===== src/rtl/rv32i_pkg.sv =====
// Shared RV32I definitions for the load/writeback path: load funct3 codes,
// load sequencer state encoding and the alignment rule.
package rv32i_pkg;

  localparam logic [2:0] F3_LB  = 3'b000;
  localparam logic [2:0] F3_LH  = 3'b001;
  localparam logic [2:0] F3_LW  = 3'b010;
  localparam logic [2:0] F3_LBU = 3'b100;
  localparam logic [2:0] F3_LHU = 3'b101;

  typedef enum logic [1:0] {
    IDLE = 2'd0,
    REQ  = 2'd1,
    WAIT = 2'd2,
    WB   = 2'd3
  } ld_state_e;

  // Halfwords need an even address, words need a 4-byte aligned address.
  // Undefined funct3 codes behave as LW, so they follow the word rule too.
  function automatic logic ld_misaligned(input logic [2:0] f3, input logic [1:0] lane);
    logic mis;
    case (f3)
      F3_LB, F3_LBU: mis = 1'b0;
      F3_LH, F3_LHU: mis = lane[0];
      default:       mis = (lane != 2'b00);
    endcase
    return mis;
  endfunction

endpackage


===== src/rtl/load_extract.sv =====
// Lane select and sign/zero extension of a loaded word. Purely combinational
// so the store path can share it.
module load_extract
  import rv32i_pkg::*;
(
  input  logic [2:0]  funct3,
  input  logic [1:0]  lane,
  input  logic [31:0] word,
  output logic [31:0] result
);

  logic [7:0]  byte_sel;
  logic [15:0] half_sel;

  // Pick the addressed byte and halfword out of the word (little-endian).
  always_comb begin
    case (lane)
      2'd0:    byte_sel = word[7:0];
      2'd1:    byte_sel = word[15:8];
      2'd2:    byte_sel = word[23:16];
      default: byte_sel = word[31:24];
    endcase
    half_sel = lane[1] ? word[31:16] : word[15:0];
  end

  // Extend according to load type; unknown codes pass the whole word.
  always_comb begin
    case (funct3)
      F3_LB:   result = {{24{byte_sel[7]}}, byte_sel};
      F3_LBU:  result = {24'h0, byte_sel};
      F3_LH:   result = {{16{half_sel[15]}}, half_sel};
      F3_LHU:  result = {16'h0, half_sel};
      default: result = word;
    endcase
  end

endmodule


===== src/rtl/load_wb_unit.sv =====
// Load/writeback sequencer: accepts one load, issues a single-word memory
// read, extracts the result and writes it back to the register file.
//
// state | meaning
// IDLE  | ready for a new load; misaligned loads are rejected here
// REQ   | mem_req high with a stable word address until mem_gnt
// WAIT  | request granted, waiting for mem_rvalid
// WB    | one-cycle register file write (suppressed for rd=0)
module load_wb_unit
  import rv32i_pkg::*;
#(
  parameter int ADDR_W = 32
) (
  input  logic              clk,
  input  logic              rst,
  input  logic              ld_valid,
  output logic              ld_ready,
  input  logic [2:0]        ld_funct3,
  input  logic [4:0]        ld_rd,
  input  logic [ADDR_W-1:0] ld_addr,
  output logic              mem_req,
  output logic [ADDR_W-1:0] mem_addr,
  input  logic              mem_gnt,
  input  logic              mem_rvalid,
  input  logic [31:0]       mem_rdata,
  output logic [31:0]       wb_data,
  output logic [4:0]        wb_rd,
  output logic              wb_en,
  output logic              busy,
  output logic              misalign
);

  ld_state_e         state_q,    state_d;
  logic [2:0]        funct3_q,   funct3_d;
  logic [4:0]        rd_q,       rd_d;
  logic [ADDR_W-1:0] addr_q,     addr_d;
  logic [31:0]       result_q,   result_d;
  logic              misalign_q, misalign_d;
  logic [31:0]       extract_res;

  // mem_rdata only reaches wb_data through result_q.
  load_extract u_load_extract (
    .funct3 (funct3_q),
    .lane   (addr_q[1:0]),
    .word   (mem_rdata),
    .result (extract_res)
  );

  // Next-state and capture logic for the load sequence.
  always_comb begin
    state_d    = state_q;
    funct3_d   = funct3_q;
    rd_d       = rd_q;
    addr_d     = addr_q;
    result_d   = result_q;
    misalign_d = 1'b0;
    case (state_q)
      IDLE: begin
        if (ld_valid) begin
          funct3_d = ld_funct3;
          rd_d     = ld_rd;
          addr_d   = ld_addr;
          if (ld_misaligned(ld_funct3, ld_addr[1:0])) begin
            misalign_d = 1'b1;
          end else begin
            state_d = REQ;
          end
        end
      end
      REQ: begin
        // A response arriving alongside the grant is not a real response.
        if (mem_gnt) state_d = WAIT;
      end
      WAIT: begin
        if (mem_rvalid) begin
          result_d = extract_res;
          state_d  = WB;
        end
      end
      WB: begin
        state_d = IDLE;
      end
      default: state_d = IDLE;
    endcase
  end

  // State and captured-load registers; reset aborts any load in flight.
  always_ff @(posedge clk or negedge rst) begin
    if (!rst) begin
      state_q    <= IDLE;
      funct3_q   <= 3'b000;
      rd_q       <= 5'd0;
      addr_q     <= '0;
      result_q   <= 32'h0;
      misalign_q <= 1'b0;
    end else begin
      state_q    <= state_d;
      funct3_q   <= funct3_d;
      rd_q       <= rd_d;
      addr_q     <= addr_d;
      result_q   <= result_d;
      misalign_q <= misalign_d;
    end
  end

  // Outputs are flops or decodes of the state register only.
  always_comb begin
    ld_ready = (state_q == IDLE);
    busy     = (state_q != IDLE);
    mem_req  = (state_q == REQ);
    mem_addr = {addr_q[ADDR_W-1:2], 2'b00};
    wb_en    = (state_q == WB) && (rd_q != 5'd0);
    wb_rd    = rd_q;
    wb_data  = result_q;
    misalign = misalign_q;
  end

endmodule


===== config.mk =====
export PLATFORM = sky130hd
export DESIGN_NAME = load_wb_unit
export DESIGN_NICKNAME = d
export VERILOG_FILES = /design/src/rtl/rv32i_pkg.sv /design/src/rtl/load_extract.sv /design/src/rtl/load_wb_unit.sv
export SDC_FILE = /design/constraint.sdc
export NUM_CORES = 1
export LEC_CHECK = 0
export CAP_MARGIN = 10
export CORE_MARGIN = 3
export CORE_UTILIZATION = 30
export DETAILED_ROUTE_END_ITERATION = 12
export HOLD_SLACK_MARGIN = 0.12
export PLACE_DENSITY = 0.72
export SLEW_MARGIN = 20
export SYNTH_ARGS = -nofsm -noshare
export SYNTH_HDL_FRONTEND = slang
export SYNTH_HIERARCHICAL = 1
export SYNTH_SLANG_ARGS = --single-unit

===== constraint.sdc =====
create_clock -name clk -period 1.5 [get_ports clk]
set_input_delay 0.225 -clock clk [delete_from_list [all_inputs] [get_ports clk]]
set_output_delay 0.225 -clock clk [all_outputs]
set_load 0.01 [all_outputs]

==> impl_metrics.py, run 1 <==
metrics = {
    "run_status": {
        "run_status": "complete, but fails checks",
        "violations": "negative setup slack",
    },
    "drt": {
        "ant_nets": 0,
        "top_layer": "met4",
        "wl_met3_microns": 1190,
        "wl_microns": 13300,
        "drt-pass1-iter-count": 4,
        "drc_errors": 0,
        "viasPerCell": 4.83,
        "wl_met1_microns": 5450,
        "wire_per_inst_microns": 18.7,
        "met2RoutedLength_microns": 6320,
        "first_iter_violations": 209,
        "vias": 3428,
    },
    "placement": {
        "port_buffers": 148,
        "placed_cells": 676,
        "gp_congestion": 0.939,
        "hpwl_microns": 9190,
        "dp_worst_setup_slack_ps": -412,
    },
    "power": {
        "total_power_w": 0.0149,
        "p_per_area_mw_per_mm2": 2160,
        "irDropWorstVdd_v": 0.00104,
        "p_leak_nw": 3.51,
    },
    "finish": {
        "fillers": 1144,
        "fin_util_pct": 52.0,
        "syn2layout_area_growth_pct": 68.4,
        "drive_above_1_share_pct": 39.4,
        "nets": 610,
        "stdcell_count": 709,
        "diodes": 0,
    },
    "cts": {
        "clk_pin_slew_ps": 60,
        "htreeDepth": 3,
        "clock_path_buffers": 2,
        "clock-sinks": 75,
        "clockRootBuffer": "clkbuf_16",
        "cts_made_buffers": 9,
        "cts_tree": "yes",
        "clkLatencyLatePin_ps": 340,
    },
    "global_route": {
        "grt_usage_pct": 17.0,
        "grt_pass1_vias": 3617,
        "antenna_found_initial": 0,
        "grt-ovfl-total": 0,
        "grt_pass1_wl_microns": 19700,
        "grt_max_degree": 47,
    },
    "run": {
        "max-cap-violations": 0,
    },
    "synthesis": {
        "yosys_register_bits": 75,
        "yosys.area.top_type": "dfrtp_1",
        "yosysMostFrequentCell": "dfrtp_1",
        "synth_area_sq_mm": 0.00411,
        "synth_area_leaders": "dfrtp_1 46%, mux2_1 19%, buf_4 6.0%",
        "avgSynthCellArea_sq_um": 12.0,
        "netlist-cell-type-count": 35,
        "ys.flop_type": "dfrtp_1",
        "ys_seq_area_share_pct": 45.7,
        "async_reset_ff_share_pct": 100,
        "yosys_warnings": 6,
        "synthCells": 343,
        "synthTopCellsByCount": "75 x dfrtp_1, 70 x mux2_1, 33 x buf_4",
        "synth-edff-count": 0,
        "synth_top_cell_area_share_pct": 45.7,
    },
    "die": {
        "die_x_microns": 123,
        "start_util_pct": 30.9,
        "die_y_microns": 123,
        "row_count": 42,
        "die-area_sq_mm": 0.0151,
        "core_area_sq_mm": 0.0133,
        "io_pins": 151,
    },
    "timing": {
        "hold_viol": 0,
        "fin_worst_skew_ps": 3.11,
        "tns_ps": -7310,
        "drv_slew": 0,
        "clock.fmax_mhz": 565,
        "period_minus_slack_ps": 1770,
        "min_period_over_period_pct": 118,
        "finalSetupViolCount": 34,
        "worst_slack_ps": -271,
        "rsz0062_at_grt": "yes",
    },
    "critical_path": {
        "critPathKind": "register to output pin",
        "cp_data_required_time_ps": 1270,
        "worstPathMaxFanout": 2,
        "endpoint_kind": "output pin",
        "worstSetupStartpointType": "register",
        "worstPathArrival_ps": 1550,
    },
    "worst_hold_path": {
        "hold_path.class": "input pin to async pin",
    },
}
[placed cells by master, fill, tap and decap left out, drive strengths merged, types with 2 or more instances in the layout]
cell and count:
mux4 7, dlygate4sd2 13, nand2 11, clkdlybuf4s50 95, a311oi 7, ha 5
mux2 75, clkinv 3, dlymetal6s2s 35, o221ai 7, a221oi 3, conb 2
a21oi 16, inv 14, mux2i 3, dfrtp 75, clkbuf 16, nor2b 10
o22ai 17, nor2 28, buf 81, o21ai 2
[through the flow]
| step | instance area (sq um) | hold slack [ps] |
|---|---|---|
| 5_1_grt | 6920 | 266 |
| 6_report | 6920 | 271 |
| 4_1_cts | 6490 | 259 |
| 3_3_place_gp | 6060 | 74.9 |
| 2_1_floorplan | 4210 | -70.6 |
| 3_5_place_dp | 6060 | 76.0 |
[registers in the layout, summed over array words and instances (netlist names)]
register  flops
state_q       2
addr_q       32
funct3_q      3
misalign      1
wb_data      32
wb_rd         5
[worst paths after layout]
path	start	cells after the start	end	slack [ps]
min	rst	2	wb_data[1]	270
max	wb_rd[0]	3	wb_en	-270
max in group asynchronous	rst	3	wb_data[16]	720
min in group clk	ld_rd[1]	2	wb_rd[1]	480
max reg2reg	addr_q[0]	7	wb_data[5]	-270
min reg2reg	addr_q[30]	1	addr_q[30]	490
[final cells by class]
cell class                 count  area [sq um]  area share [%]
tap                          176           220            3.18
inverter                      15          58.8           0.850
clock inverter                 2          10.0           0.145
sequential                    75          1880            27.2
timing repair buffer         227          2320            33.5
multi-input combinational    200          2170            31.3
clock buffer                  14           264            3.82
[worst max-delay path: stages (launching register included)]
cell,delay (ps)
dfrtp_1,380
or4_1,520
o21a_1,180
buf_2,140
[cells by family after synthesis]
| family | after synthesis | share of synthesized area (%) |
|---|---|---|
| mux | 85 | 26.0 |
| flops | 75 | 45.7 |
| buf+inv | 69 | 10.8 |
| compound gates | 56 | 10.4 |
| simple gates | 52 | 5.57 |
| fa+ha+maj | 5 | 1.52 |
| other cells | 1 | 0.0913 |
[metal layers]
layer  vias up  global-route usage [%]
li1       1559                       -
met1      1679                    20.9
met2       170                    27.4
met3        20                    5.35
met4         0                    7.40
met5         -                       0
[what timing repair did]
item / CTS / global route
pin swaps: 8 / 8
hold buffers: 1 / 0
gates resized for setup: 69 / 93
setup endpoints to repair: 58 / 104
setup buffers: 4 / 7
gates cloned: 1 / 4
endpoints found under the hold margin: 75 / 0
[power breakdown]
part | internal (W) | switching, W
Clock | 0.00121 | 0.000827
Sequential | 0.00307 | 0.000656
Combinational | 0.00542 | 0.00375
Total | 0.00970 | 0.00524
Power figures use the tool's default switching activity.
==> inputs of run 2 (changes only) <==
--- a/config.mk
+++ b/config.mk
@@ -10,7 +10,8 @@
 export CORE_UTILIZATION = 30
 export DETAILED_ROUTE_END_ITERATION = 12
 export HOLD_SLACK_MARGIN = 0.12
-export PLACE_DENSITY = 0.72
+export PLACE_DENSITY = 0.7
+export SKIP_LAST_GASP = 1
 export SLEW_MARGIN = 20
 export SYNTH_ARGS = -nofsm -noshare
 export SYNTH_HDL_FRONTEND = slang
==> constraint.sdc (replaced) <==
create_clock -name clk -period 2.19 [get_ports clk]
set_input_delay 0.3285 -clock clk [delete_from_list [all_inputs] [get_ports clk]]
set_output_delay 0.3285 -clock clk [all_outputs]
set_load 0.01 [all_outputs]
==> run 2 against run 1 <==
  * The flow now finishes without violations
  * Highest routed layer unchanged
  * Hold slack better by 220 ps
  * Critical path depth is the same
  * Die area unchanged
  * Non-clock buffer count fell by 63
  * Clock-buffer cell count is the same
  * Via count fell by 7.2%
  * Sequential cell count unchanged
  * Total power is 43% lower
  * Clock power shrank 33%
  * Largest cell class is now flip-flops and latches
==> impl_metrics.py, run 2 (synthesized netlist as in run 1, its figures left out) <==
metrics = {
    "cts": {
        "clk_pin_slew_ps": 60,
        "clkLatencyLatePin_ps": 330,
        "cts_tree": "yes",
        "cts_made_buffers": 9,
        "clock_path_buffers": 2,
        "clock-sinks": 75,
        "clockRootBuffer": "clkbuf_16",
        "htreeDepth": 3,
    },
    "placement": {
        "hpwl_microns": 8600,
        "port_buffers": 148,
        "dp_worst_setup_slack_ps": 126,
        "placed_cells": 629,
        "gp_congestion": 0.866,
    },
    "timing": {
        "worst_slack_ps": 83.1,
        "fin_worst_skew_ps": 7.05,
        "worstMarginPinSlew_ps": 625,
        "rsz0062_at_grt": "no",
        "tns_ps": 0,
        "min_period_over_period_pct": 96.2,
        "relSlewSlack_pct": 58.3,
        "hold_viol": 0,
        "drv_slew": 0,
        "clock.fmax_mhz": 475,
        "period_minus_slack_ps": 2110,
        "finalSetupViolCount": 0,
    },
    "critical_path": {
        "cp_data_required_time_ps": 1860,
        "startpoint": "state_q[0]",
        "endpoint_kind": "output pin",
        "max_stage_delay_ps": 590,
        "slowest_stage": "clkdlybuf4s50_1",
        "r2r_slack_ps": 190,
        "worstReg2RegStart": "addr_q[0]",
        "worstSetupStartpointType": "register",
        "critPathKind": "register to output pin",
        "worstPathCellList": "inv_1 > ha_1 > clkdlybuf4s50_1",
        "reg2reg_to": "wb_data[9]",
        "endpoint": "ld_ready",
        "worstPathMaxFanout": 4,
        "worstPathArrival_ps": 1780,
        "rr_worst_depth": 5,
    },
    "die": {
        "die_x_microns": 123,
        "die-area_sq_mm": 0.0151,
        "core_area_sq_mm": 0.0133,
        "start_util_pct": 30.9,
        "die_y_microns": 123,
        "io_pins": 151,
        "row_count": 42,
    },
    "drt": {
        "vias": 3180,
        "first_iter_violations": 137,
        "viasPerCell": 4.92,
        "ant_nets": 0,
        "drt-pass1-iter-count": 4,
        "wire_per_inst_microns": 17.9,
        "drc_errors": 0,
        "wl_microns": 11600,
    },
    "global_route": {
        "antenna_found_initial": 0,
        "grt_max_degree": 45,
        "grt_usage_pct": 15.5,
        "grt_pass1_wl_microns": 18100,
        "grt_pass1_vias": 3529,
        "grt-ovfl-total": 0,
    },
    "power": {
        "p_leak_nw": 2.46,
        "p_per_area_mw_per_mm2": 1440,
        "irDropWorstVdd_v": 0.000561,
        "total_power_w": 0.00845,
    },
    "finish": {
        "stdcell_count": 646,
        "layout.cells.most_common_list": "146 x clkdlybuf4s50_1, 75 x dfrtp_1, 70 x mux2_1, 28 x nor2_1, 17 x o22ai_1",
        "nets": 547,
        "fin_util_pct": 44.3,
        "syn2layout_area_growth_pct": 43.3,
        "fillers": 1254,
        "layout_commonest_cell": "clkdlybuf4s50_1",
        "regArea_sq_mm": 0.00188,
        "diodes": 0,
        "drive_above_1_share_pct": 9.57,
        "multiInputGateArea_sq_mm": 0.00179,
    },
    "worst_hold_path": {
        "hold_path.class": "input pin to async pin",
    },
    "run_status": {
        "run_status": "complete, no violations",
    },
    "run": {
        "max-cap-violations": 0,
    },
}
run 2: per-layer routing:
layer | wire [microns] | vias up | GRT usage (%)
li1 | - | 1441 | -
met1 | 4760 | 1559 | 18.7
met3 | 1190 | 19 | 5.67
met2 | 5420 | 161 | 25.5
met4 | 212 | 0 | 5.54
met5 | 0 | - | 0
run 2: worst min-delay path by stage:
stage | to | slack, ps
after floorplan | addr_q[0] | 30
after global placement | wb_data[27] | 310
after detailed placement | wb_data[27] | 310
after CTS | addr_q[2] | 490
after global routing | addr_q[2] | 500
final | wb_data[27] | 490
run 2: cell type report:
type,instances,share of cell area (%)
sequential,75,31.9
multi-input combinational,200,30.5
inverter,15,0.957
clock inverter,2,0.170
clock buffer,14,4.49
tap,176,3.74
timing repair buffer,164,28.3
run 2: what timing repair did:
| item | CTS | global route |
|---|---|---|
| setup endpoints to repair | 1 | 0 |
| hold endpoints to repair | 31 | 0 |
| hold buffers | 1 | 0 |
| setup buffers | 0 | 0 |
| gates resized for setup | 1 | 0 |
run 2: per-stage QoR:
| stage | cell area [sq um] | hold slack, ps |
|---|---|---|
| final | 5880 | 490 |
| after CTS | 5880 | 494 |
| after global routing | 5880 | 504 |
| after global placement | 5600 | 312 |
| after detailed placement | 5600 | 313 |
| after floorplan | 4110 | 32.9 |
run 2: report_power, final:
group          leakage (nW)  switching, W  internal (W)
combinational          1.43       0.00204       0.00249
clock                 0.137      0.000542      0.000826
sequential            0.895      0.000463       0.00210
run 2: critical path: cells and delay by family, from the launching register on:
family,cells,cell delay (ps)
buffers and inverters,2,720
flip-flops,1,410
adder cells (fa/ha/maj),1,310
==> inputs of run 3 (changes only) <==
--- a/config.mk
+++ b/config.mk
@@ -11,8 +11,7 @@
 export DETAILED_ROUTE_END_ITERATION = 12
 export HOLD_SLACK_MARGIN = 0.12
 export PLACE_DENSITY = 0.7
-export SKIP_LAST_GASP = 1
-export SLEW_MARGIN = 20
+export SLEW_MARGIN = 10
 export SYNTH_ARGS = -nofsm -noshare
 export SYNTH_HDL_FRONTEND = slang
 export SYNTH_HIERARCHICAL = 1
==> constraint.sdc (replaced) <==
create_clock -name clk -period 2.19 [get_ports clk]
set_input_delay 0.3285 -clock clk [delete_from_list [all_inputs] [get_ports clk]]
set_output_delay 0.3285 -clock clk [all_outputs]
set_load 0.05 [all_outputs]
==> run 3 against run 2 <==
  * Setup slack improved by 150 ps
  * Sequential cell count did not move
  * Final cell count did not move
  * Register-to-register slack better by 50 ps
  * Hold slack got worse by 4.5 ps
  * Via count fell by 0.41%
==> impl_metrics.py, run 3 (synthesized netlist as in run 1, its figures left out) <==
metrics = {
    "drt": {
        "viasPerCell": 4.90,
        "vias": 3167,
        "drt-pass1-iter-count": 5,
        "wl_microns": 11500,
        "first_iter_violations": 143,
        "drc_errors": 0,
        "ant_nets": 0,
        "wire_per_inst_microns": 17.9,
    },
    "die": {
        "start_util_pct": 30.9,
        "row_count": 42,
        "die_y_microns": 123,
        "die-area_sq_mm": 0.0151,
        "die_x_microns": 123,
        "core_area_sq_mm": 0.0133,
        "io_pins": 151,
    },
    "critical_path": {
        "worstPathCellList": "or4_1 > o21a_1 > buf_4",
        "slowest_stage": "or4_1",
        "worstSetupStartpointType": "register",
        "endpoint": "wb_en",
        "worstPathArrival_ps": 1630,
        "rr_worst_depth": 5,
        "cp_data_required_time_ps": 1860,
        "reg2reg_to": "wb_data[9]",
        "max_stage_delay_ps": 530,
        "critPathKind": "register to output pin",
        "worstPathMaxFanout": 3,
        "endpoint_kind": "output pin",
        "worstReg2RegStart": "addr_q[0]",
        "r2r_slack_ps": 240,
        "startpoint": "wb_rd[0]",
    },
    "finish": {
        "diodes": 0,
        "nets": 547,
        "layout_commonest_cell": "clkdlybuf4s50_1",
        "layout.cells.most_common_list": "143 x clkdlybuf4s50_1, 75 x dfrtp_1, 70 x mux2_1, 28 x nor2_1, 17 x o22ai_1",
        "syn2layout_area_growth_pct": 43.2,
        "drive_above_1_share_pct": 10.6,
    },
    "power": {
        "p_per_area_mw_per_mm2": 1790,
        "p_leak_nw": 2.46,
        "irDropWorstVdd_v": 0.000970,
    },
    "timing": {
        "period_minus_slack_ps": 1960,
        "drv_slew": 0,
        "worst_slack_ps": 230,
        "rsz0062_at_grt": "no",
        "worstMarginPinSlew_ps": 630,
        "finalSetupViolCount": 0,
        "tns_ps": 0,
        "min_period_over_period_pct": 89.5,
        "relSlewSlack_pct": 58.0,
        "fin_worst_skew_ps": 3.85,
        "hold_viol": 0,
        "clock.fmax_mhz": 510,
        "hold_slack_ps": 486,
    },
    "global_route": {
        "antenna_found_initial": 0,
        "grt_pass1_vias": 3374,
        "grt-ovfl-total": 0,
        "grt_max_degree": 45,
        "grt_usage_pct": 15.6,
        "grt_pass1_wl_microns": 18000,
    },
    "run_status": {
        "run_status": "complete, no violations",
    },
    "placement": {
        "gp_congestion": 0.865,
        "port_buffers": 148,
        "hpwl_microns": 8510,
        "dp_worst_setup_slack_ps": 126,
    },
    "run": {
        "max-cap-violations": 0,
    },
    "cts": {
        "post_cts_buffers": 0,
        "cts_made_buffers": 9,
        "cts_tree": "yes",
        "cts_resized": 0,
        "clock-sinks": 75,
        "clock_path_buffers": 2,
        "clk_pin_slew_ps": 60,
        "clkLatencyLatePin_ps": 340,
        "htreeDepth": 3,
        "clockRootBuffer": "clkbuf_16",
        "ctsHoldBuffers": 1,
    },
    "worst_hold_path": {
        "hold_path.class": "input pin to async pin",
    },
}
## run 3: cell count changes in the layout (fill, tap and decap cells not counted), sizes merged
cell	delta
buf	+4
clkbuf	+1
clkdlybuf4s50	-3
clkinv	-1
dlygate4sd2	-1
## run 3: worst min-delay path by stage
stage	endpoint	start	cells past startpoint	slack (ps)
finish	wb_data[27]	rst	2	490
global route	addr_q[4]	addr_q[4]	1	500
CTS	addr_q[4]	addr_q[4]	1	490
detailed placement	wb_data[27]	rst	1	310
global placement	wb_data[27]	rst	1	310
floorplan	addr_q[0]	rst	0	30
## run 3: worst max-delay path: cells and delay by family (launching register included)
kind / cells / cell delay, ps
simple gates: 1 / 530
flops: 1 / 390
compound gates: 1 / 190
buf+inv: 1 / 180
## run 3: stage by stage
stage	power (W)	instance area [sq um]	instances	util, %
floorplan	0.00744	4110	344	-
global placement	0.00906	5580	629	42.0
detailed placement	0.00917	5580	629	42.0
CTS	0.0107	5880	646	44.2
global route	0.0111	5880	646	44.2
finish	0.0106	5880	646	44.2
## run 3: cell type report
class                   count  area (sq um)
clock buffers              15           288
flip-flops and latches     75          1880
fillers                  1264          7410
multi-input cells         200          1790
repair buffers            164          1640
well taps                 176           220
inverters                  15          56.3
clock inverters             1          5.00
## run 3: routing by layer
layer	wire (microns)	track usage, %	up-vias	share of wire [%]
li1	-	-	1441	-
met1	4630	19.1	1556	40
met2	5380	24.6	156	47
met3	1300	6.40	14	11
met4	220	5.74	0	1.9
met5	0	0	-	0
## run 3: power by group
group | switching [W] | leakage, nW | total (W) | internal, W
clock | 0.000553 | 0.146 | 0.00144 | 0.000890
combinational | 0.00409 | 1.42 | 0.00655 | 0.00246
sequential | 0.000462 | 0.895 | 0.00256 | 0.00210
